## src/rtl/alu_issue_ctrl_if.sv

```systemverilog
// Instruction handshake and ALU bus shared between fetch, the issue controller and the ALU.
// The slave modport is the controller's view; master is the environment (fetch + ALU).
interface alu_issue_ctrl_if #(
  parameter int DATA_W = 16
);
  logic              instr_valid;
  logic [15:0]       instr;
  logic              instr_ready;
  logic [3:0]        codop;
  logic [DATA_W-1:0] operando1;
  logic [DATA_W-1:0] operando2;
  logic [DATA_W-1:0] resultado;
  logic              neg;
  logic              zero;
  logic              overflow;

  modport slave (
    input  instr_valid, instr, resultado, neg, zero, overflow,
    output instr_ready, codop, operando1, operando2
  );

  modport master (
    output instr_valid, instr, resultado, neg, zero, overflow,
    input  instr_ready, codop, operando1, operando2
  );
endinterface

```

## src/rtl/alu_issue_ctrl.sv

```systemverilog
// Issue/write-back sequencer for the 16-bit ALU: accepts one instruction, reads the register
// file, drives the ALU for a cycle, then writes back result, status flags and branch outcome.
module alu_issue_ctrl #(
  parameter int DATA_W = 16,
  parameter int NREGS  = 8,
  parameter int IMM_W  = 6
) (
  input  logic              clk,
  input  logic              reset,
  alu_issue_ctrl_if.slave   bus,
  output logic              done,
  output logic              flag_n,
  output logic              flag_z,
  output logic              flag_v,
  output logic              branch_taken,
  output logic [DATA_W-1:0] branch_target,
  output logic              illegal,
  input  logic [2:0]        dbg_addr,
  output logic [DATA_W-1:0] dbg_data
);
  typedef enum logic [1:0] {S_IDLE, S_READ, S_EXEC, S_WB} state_e;

  state_e            state_q, state_d;
  logic [15:0]       instr_q;
  logic [3:0]        codop_q;
  logic [DATA_W-1:0] op1_q, op2_q;
  logic [DATA_W-1:0] regs_q [NREGS];
  logic              done_q, illegal_q, br_taken_q;
  logic [DATA_W-1:0] br_target_q;
  logic              flag_n_q, flag_z_q, flag_v_q;

  logic              ready_c, ld_instr, ld_ops, wb;

  logic [2:0]        rd, rs, rt;
  logic [IMM_W-1:0]  imm;
  logic [DATA_W-1:0] imm_sext;
  logic              imm_op;

  assign rd       = instr_q[11:9];
  assign rs       = instr_q[8:6];
  assign rt       = instr_q[5:3];
  assign imm      = instr_q[IMM_W-1:0];
  assign imm_sext = {{(DATA_W-IMM_W){imm[IMM_W-1]}}, imm};
  assign imm_op   = (instr_q[15:12] >= 4'd6) && (instr_q[15:12] <= 4'd10);

  always_comb begin
    state_d  = state_q;
    ready_c  = 1'b0;
    ld_instr = 1'b0;
    ld_ops   = 1'b0;
    wb       = 1'b0;
    unique case (state_q)
      S_IDLE: begin
        ready_c = 1'b1;
        if (bus.instr_valid) begin
          ld_instr = 1'b1;
          state_d  = S_READ;
        end
      end
      S_READ: begin
        ld_ops  = 1'b1;
        state_d = S_EXEC;
      end
      S_EXEC:  state_d = S_WB;
      S_WB: begin
        wb      = 1'b1;
        state_d = S_IDLE;
      end
      default: state_d = S_IDLE;
    endcase
  end

  always_ff @(posedge clk) begin
    if (reset) begin
      state_q     <= S_IDLE;
      instr_q     <= '0;
      codop_q     <= '0;
      op1_q       <= '0;
      op2_q       <= '0;
      for (int unsigned i = 0; i < NREGS; i++) regs_q[i] <= '0;
      done_q      <= 1'b0;
      illegal_q   <= 1'b0;
      br_taken_q  <= 1'b0;
      br_target_q <= '0;
      flag_n_q    <= 1'b0;
      flag_z_q    <= 1'b0;
      flag_v_q    <= 1'b0;
    end else begin
      state_q    <= state_d;
      done_q     <= wb;
      illegal_q  <= wb && (codop_q >= 4'd13);
      br_taken_q <= wb && (codop_q == 4'd12) && (op1_q == '0);
      if (ld_instr) instr_q <= bus.instr;
      // ALU inputs change only here, so they stay stable through EXEC/WB and afterwards
      if (ld_ops) begin
        codop_q <= instr_q[15:12];
        op1_q   <= regs_q[rs];
        op2_q   <= imm_op ? imm_sext : regs_q[rt];
      end
      if (wb) begin
        if (codop_q <= 4'd11) regs_q[rd] <= bus.resultado;
        if (codop_q == 4'd0 || codop_q == 4'd1 || codop_q == 4'd9 || codop_q == 4'd10) begin
          flag_n_q <= bus.neg;
          flag_v_q <= bus.overflow;
        end
        if (codop_q == 4'd12) begin
          flag_z_q <= bus.zero;
          if (op1_q == '0) br_target_q <= op2_q;
        end
      end
    end
  end

  assign bus.instr_ready = ready_c;
  assign bus.codop       = codop_q;
  assign bus.operando1   = op1_q;
  assign bus.operando2   = op2_q;
  assign done            = done_q;
  assign illegal         = illegal_q;
  assign branch_taken    = br_taken_q;
  assign branch_target   = br_target_q;
  assign flag_n          = flag_n_q;
  assign flag_z          = flag_z_q;
  assign flag_v          = flag_v_q;
  assign dbg_data        = regs_q[dbg_addr];
endmodule

```

## src/flat_wrapper.sv

```systemverilog
// flat-port wrapper written by rule: the top's interface ports become plain ports
module alu_issue_ctrl_flat 
#(
  parameter int DATA_W = 16,
  parameter int NREGS  = 8,
  parameter int IMM_W  = 6
)
  (clk, reset, done, flag_n, flag_z, flag_v, branch_taken, branch_target, illegal, dbg_addr, dbg_data, bus_instr_valid, bus_instr, bus_resultado, bus_neg, bus_zero, bus_overflow, bus_instr_ready, bus_codop, bus_operando1, bus_operando2);
  alu_issue_ctrl_if #(.DATA_W(DATA_W)) bus_i ();
  input  logic clk;
  input  logic reset;
  output logic done;
  output logic flag_n;
  output logic flag_z;
  output logic flag_v;
  output logic branch_taken;
  output logic [DATA_W-1:0] branch_target;
  output logic illegal;
  input  logic [2:0] dbg_addr;
  output logic [DATA_W-1:0] dbg_data;
  input wire logic [$bits(bus_i.instr_valid)-1:0] bus_instr_valid;
  input wire logic [$bits(bus_i.instr)-1:0] bus_instr;
  input wire logic [$bits(bus_i.resultado)-1:0] bus_resultado;
  input wire logic [$bits(bus_i.neg)-1:0] bus_neg;
  input wire logic [$bits(bus_i.zero)-1:0] bus_zero;
  input wire logic [$bits(bus_i.overflow)-1:0] bus_overflow;
  output wire logic [$bits(bus_i.instr_ready)-1:0] bus_instr_ready;
  output wire logic [$bits(bus_i.codop)-1:0] bus_codop;
  output wire logic [$bits(bus_i.operando1)-1:0] bus_operando1;
  output wire logic [$bits(bus_i.operando2)-1:0] bus_operando2;
  assign bus_i.instr_valid = bus_instr_valid;
  assign bus_i.instr = bus_instr;
  assign bus_i.resultado = bus_resultado;
  assign bus_i.neg = bus_neg;
  assign bus_i.zero = bus_zero;
  assign bus_i.overflow = bus_overflow;
  assign bus_instr_ready = bus_i.instr_ready;
  assign bus_codop = bus_i.codop;
  assign bus_operando1 = bus_i.operando1;
  assign bus_operando2 = bus_i.operando2;
  alu_issue_ctrl #(.DATA_W(DATA_W), .NREGS(NREGS), .IMM_W(IMM_W)) u_core (.clk(clk), .reset(reset), .bus(bus_i), .done(done), .flag_n(flag_n), .flag_z(flag_z), .flag_v(flag_v), .branch_taken(branch_taken), .branch_target(branch_target), .illegal(illegal), .dbg_addr(dbg_addr), .dbg_data(dbg_data));
endmodule
```

## config.mk

```make
export PLATFORM = sky130hd
export DESIGN_NAME = alu_issue_ctrl_flat
export DESIGN_NICKNAME = d
export VERILOG_FILES = /design/src/rtl/alu_issue_ctrl_if.sv /design/src/rtl/alu_issue_ctrl.sv /design/src/flat_wrapper.sv
export SDC_FILE = /design/constraint.sdc
export NUM_CORES = 1
export LEC_CHECK = 0
export ABC_AREA = 0
export CAP_MARGIN = 15
export CELL_PAD_IN_SITES_DETAIL_PLACEMENT = 0
export CELL_PAD_IN_SITES_GLOBAL_PLACEMENT = 1
export CORE_MARGIN = 5
export CORE_UTILIZATION = 42
export CTS_CLUSTER_DIAMETER = 100
export CTS_CLUSTER_SIZE = 30
export DETAILED_ROUTE_END_ITERATION = 8
export GPL_TIMING_DRIVEN = 0
export PLACE_DENSITY_LB_ADDON = 0.1
export SYNTH_ARGS = -nofsm -noshare
export SYNTH_HDL_FRONTEND = slang
export SYNTH_SLANG_ARGS = --single-unit
export TNS_END_PERCENT = 10
```

## constraint.sdc

```tcl
create_clock -name clk -period 2 [get_ports clk]
set_input_delay 0.4 -clock clk [delete_from_list [all_inputs] [get_ports clk]]
set_output_delay 0.4 -clock clk [all_outputs]
set_load 0.02 [all_outputs]
```

## After elaboration in Yosys (flattened, before gate mapping)

Memories as Yosys holds them, arrays and structs flattened. A register that Yosys moved wholly into a read port is not among the register bits.
Cells that the tools add are included.
W data, S select, Z words.

- Output and inout port bits: 75
- Flip-flop bits (word level): 60
- RAM bits: 128
- ROM bits: 0
- Bits in latches: 0
- Memories: 1

Memories:

| name | words | bits a word | rd ports | clocked after Yosys merged registers in | wr ports | line | RTL |
|---|---|---|---|---|---|---|---|
| u_core.regs_q | 8 | 16 | 3 | 2 | 8 | alu_issue_ctrl.sv:27 | `logic [DATA_W-1:0] regs_q [NREGS];` |

- Order comparisons: 4
- Equality and inequality tests: 8
- Multipliers: 0
- $add $sub $neg: 0
- Divide/modulo/power cells: 0
- Reductions and logical operators: 14
- Bitwise gates (word level): 0
- Shift-type cells: 0
- Multiplexer cells: 19

Operators by type and width:

| cell | number |
|---|---|
| $mux W16 | 2 |
| $logic_not A16 Y1 | 1 |
| $reduce_or A16 Y1 | 1 |
| $eq A4 B4 Y1 const B | 3 |
| $mux W1 | 12 |
| $mux W3 | 3 |
| $le A4 B4 Y1 const B | 2 |
| $pmux W2 S4 | 1 |
| $eq A2 B2 Y1 const B | 2 |
| $eq A4 B1 Y1 const B | 1 |
| $ge A4 B3 Y1 const B | 1 |
| $ge A4 B4 Y1 const B | 1 |
| $logic_and A1 B1 Y1 | 4 |
| $logic_not A4 Y1 | 1 |
| $reduce_and A2 Y1 | 2 |
| $logic_or A1 B1 Y1 | 3 |
| $reduce_and A3 Y1 | 1 |
| $eq A2 B1 Y1 const B | 1 |
| $logic_not A2 Y1 | 1 |
| $mux W2 | 1 |
| $ne A2 B2 Y1 const B | 1 |

## Longest topological paths before layout

- Depth after elaboration: 7
- Depth in mapped cells: 7
- Mapped depth without buffers: 5

## Least setup slack after synthesis

No wires, ideal clock.

- Path kind: input to output
- From: in dbg_addr[0]
- To: out dbg_data[10]
- Data required time: 1600 ps
- Data arrival time: 1761 ps
- Path buffers: 2
- Slack: -161 ps
- Cell stages on the path: 4
- Cells stage by stage: clkbuf_1 -> buf_2 -> mux4_2 -> mux2_2

- Word-level cells in the longest chain between the ends: 1

RTL lines:

| what | line | RTL |
|---|---|---|
| start: declaration | flat_wrapper.sv:19 | `input logic [2:0] dbg_addr;` |
| $mem_v2 Z8 W16 | - |  |
| end: declaration | flat_wrapper.sv:20 | `output logic [DATA_W-1:0] dbg_data;` |

No other way between the ends.

==> impl_metrics.tcl <==
set metrics [dict create \
    timing.reg2reg.worst_path_depth 7 \
    worst_setup_path_endpoint "dbg_data[13]" \
    post_synth_instance_area_sq_mm 0.0107 \
    yosysWarnings 0 \
    yosysUniqueCellTypes 42 \
    synth_mux_area_frac 0.247 \
    crit_path_max_incr_delay_ps 490 \
    clock-root-buffer "clkbuf_16" \
    cap_viol_max_count 0 \
    synth_xor_area_frac 0.00164 \
    drt-met1-wl_um 14300 \
    synthToLayoutAreaGrowth_pct 27.9 \
    floorplan.die_area_sq_mm 0.0288 \
    grt_max_degree 32 \
    clockBufferDepth 3 \
    final_cell_mix "and2_1 (130), edfxtp_1 (128), clkdlybuf4s50_1 (90)" \
    layout.nets 1073 \
    powerDensity_mw_per_mm2 891 \
    synth_top_family_by_area "multiplexers" \
    highest_clock_rate_mhz 447 \
    fin_skew_ps 38.6 \
    path_cells "mux4_2 > mux2_4 > buf_6" \
    timing_hold_violations_final 0 \
    number_of_global_route_vias_before_repair 7814 \
    clk_transition_reported_paths_ps 120 \
    final_weighted_congestion_of_routability_driven_global_placement 0.830 \
    synthesis.nets 864 \
    drive_gt1_frac 0.268 \
    layout.cell_area.non_filler_sq_mm 0.0137 \
    highest_layer "met4" \
    placed_area_sq_mm 0.0123 \
    finalWirelength_um 33700 \
    finalMaxSlewViolations 0 \
    postSynthAreaPerCell_sq_um 13.1 \
    post-route-period-util 1.12 \
    timing.final.ws_setup_ps -237 \
    grt_first_pass_wirelength_um 50100 \
    ctsHtreeMaxLevel 1 \
    leakage_nw 5.02 \
    synth_sequential_area_ratio 0.506 \
    clkLatencyLatePin_ps 490 \
    met2_routed_length_um 16500 \
    whs_path_depth 2 \
    worst-path-max-fanout 2 \
    yosys.area_share.simple 0.167 \
    pin_count 116 \
    setup_viol 23 \
    rrSetupSlack_ps -40 \
    synth-compound-area-share 0.0440 \
    design.core.area_sq_mm 0.0252 \
    mostFrequentLayoutCell "and2_1" \
    die_height_um 170 \
    worstSetupPathType "register to primary output" \
    rows 58 \
    worstPathArrival_ps 1840 \
    initialDrtViolationCount 744 \
    worstSetupStartpoint "u_core.regs_q[3][13]$_SDFFCE_PN0P_" \
    cts_sinks 207 \
    timing_worst_slew_pin_value_ps 734 \
    status "finished with violations" \
    crit-reg2reg-capture "u_core.bus.operando1[6]$_SDFFE_PP0N_" \
    count_of_flip_flops_with_a_built_in_enable_after_synthesis 128 \
    vias 7685 \
    gate_count_after_technology_mapping 818 \
    ys_ff_latch 207 \
    route.detailed.drc 0 \
    worst_max_slew_margin_expressed_relative_to_the_limit 0.511 \
    vias_per_cell 5.65 \
    tritoncts.num_buffers 11 \
    antenna_violating_nets_post_route 0 \
    async_reset_ff_frac 0 \
    globalRouteTotalUtil 0.232 \
    cp-start-kind "register" \
    postSynth.topFlopCell "edfxtp_1" \
    cp_data_required_time_ps 1600 \
    rsz0062_at_grt "true" \
    crit-reg2reg-launch "u_core.state_q[1]$_SDFFE_PP0P_" \
    crit_path_end_kind "primary output" \
    drt_first_pass_iters 5 \
    routedWlPerCell_um 24.8 \
    die_w_um 170 \
    hold_path_class "input pin to register" \
    post-dp-hpwl_um 22900 \
    failed_checks "negative setup slack" \
    cp_slowest_cell "mux4_2" \
    synthAdderAreaFrac 0.00584 \
    effective_utilization_at_floorplan 0.425 \
    max-vdd-ir-drop_mv 0.521 \
    total_power_mw 12.2 \
    number_of_buffers_added_on_ports 112 \
    antennaDiodeCount 0 \
    remaining_global_route_overflow 0 \
    wl_met3_um 2270 \
    cts_tree "built" \
    fin_crit_ps 2240 \
    grt_antenna_before_repair 0 \
]
metrics by stage:
| stage | hold slack [ps] | TNS, ps | util | worst slack (ps) | std cells |
|---|---|---|---|---|---|
| 2_1_floorplan | 436 | 0 | - | 26.4 | 818 |
| 3_3_place_gp | 445 | -184860 | 0.487 | -1460 | 1260 |
| 3_5_place_dp | 448 | -182270 | 0.487 | -1440 | 1260 |
| 4_1_cts | 438 | -3480 | 0.541 | -240 | 1352 |
| 5_1_grt | 455 | -7820 | 0.544 | -280 | 1361 |
| 6_report | 441 | -3590 | 0.544 | -237 | 1361 |
cell type report:
type	count	area, sq um
plain buffers	62	444
clock buffers	13	283
clock inverters	4	93.8
fillers	2143	11500
inverters	3	11.3
multi-input cells	546	5150
flip-flops and latches	207	5430
well taps	330	413
repair buffers	196	1880
per-layer routing:
layer  GRT usage  vias up
li1            -     3497
met1       0.318     3859
met2       0.397      296
met3      0.0375       33
met4      0.0427        0
met5           0        -
worst min-delay path by stage:
stage / slack (ps) / endpoint / startpoint
after floorplan: 440 / u_core.instr_q[0]$_SDFFE_PP0P_ / u_core.instr_q[0]$_SDFFE_PP0P_
after detailed placement: 450 / u_core.instr_q[2]$_SDFFE_PP0P_ / u_core.instr_q[2]$_SDFFE_PP0P_
after global placement: 450 / u_core.instr_q[2]$_SDFFE_PP0P_ / u_core.instr_q[2]$_SDFFE_PP0P_
final: 440 / u_core.done$_SDFF_PP0_ / reset
after global routing: 460 / u_core.instr_q[13]$_SDFFE_PP0P_ / bus_instr[13]
after CTS: 440 / u_core.instr_q[14]$_SDFFE_PP0P_ / bus_instr[14]
power breakdown:
group	total, mW	internal [mW]	switching [mW]
clock	2.78	1.31	1.46
combinational	4.08	1.83	2.25
sequential	5.36	4.97	0.385
sequential cells by signal, summed over array words and instances, names as in the netlist, named ones only:
name,count
u_core.instr_q,16
u_core.branch_target,16
u_core.bus.codop,4
u_core.flag_n,1
u_core.branch_taken,1
u_core.state_q,2
u_core.bus.operando1,16
u_core.flag_z,1
u_core.flag_v,1
u_core.illegal,1
u_core.done,1
u_core.bus.operando2,16
u_core.regs_q,128
kinds of logic after synthesis:
group                    count (synthesis)
AO/OA/AOI/OAI                           72
XOR/XNOR                                 2
adder cells (fa/ha/maj)                  5
AND/OR/NAND/NOR                        317
buffers and inverters                   65
multiplexers                           150
flip-flops                             207
Yosys cell counts, types with 2 or more instances:
cell type | n | area share
a211oi_1 | 12 | 0.0084
buf_6 | 4 | 0.0042
nor2b_1 | 5 | 0.0029
o211ai_1 | 5 | 0.0035
inv_1 | 3 | 0.0011
a22oi_1 | 11 | 0.0077
nand2b_1 | 42 | 0.025
and2_1 | 130 | 0.076
mux4_2 | 71 | 0.15
o22ai_1 | 16 | 0.0093
nor2_1 | 41 | 0.014
mux4_1 | 14 | 0.034
a21oi_1 | 20 | 0.0093
buf_2 | 10 | 0.0047
nand4_1 | 2 | 0.0012
nand4b_1 | 5 | 0.0041
ha_1 | 5 | 0.0058
dfxtp_1 | 79 | 0.15
nor4_1 | 4 | 0.0023
or3b_2 | 5 | 0.0041
o311ai_1 | 5 | 0.0041
nand2_1 | 41 | 0.014
edfxtp_1 | 128 | 0.36
mux2i_1 | 44 | 0.041
clkbuf_1 | 45 | 0.016
or2_2 | 8 | 0.0047
nor3_1 | 18 | 0.0084
mux2_2 | 21 | 0.022
nand3_1 | 9 | 0.0042
nor3_2 | 2 | 0.0019
o21ai_0 | 2 | 0.00093
critical path: cells and delay by family (launching register included):
kind	cells	cell delay (ps)
buffers and inverters	1	140
flip-flops	1	430
multiplexers	2	790
timing repair:
action                                  in CTS  in global routing
pin swaps                                    6                  4
gates resized for setup                    191                  8
hold buffers                                 0                  0
setup buffers                               75                  9
endpoints found under the setup margin     315                135
(Power assumes the default switching activity.)
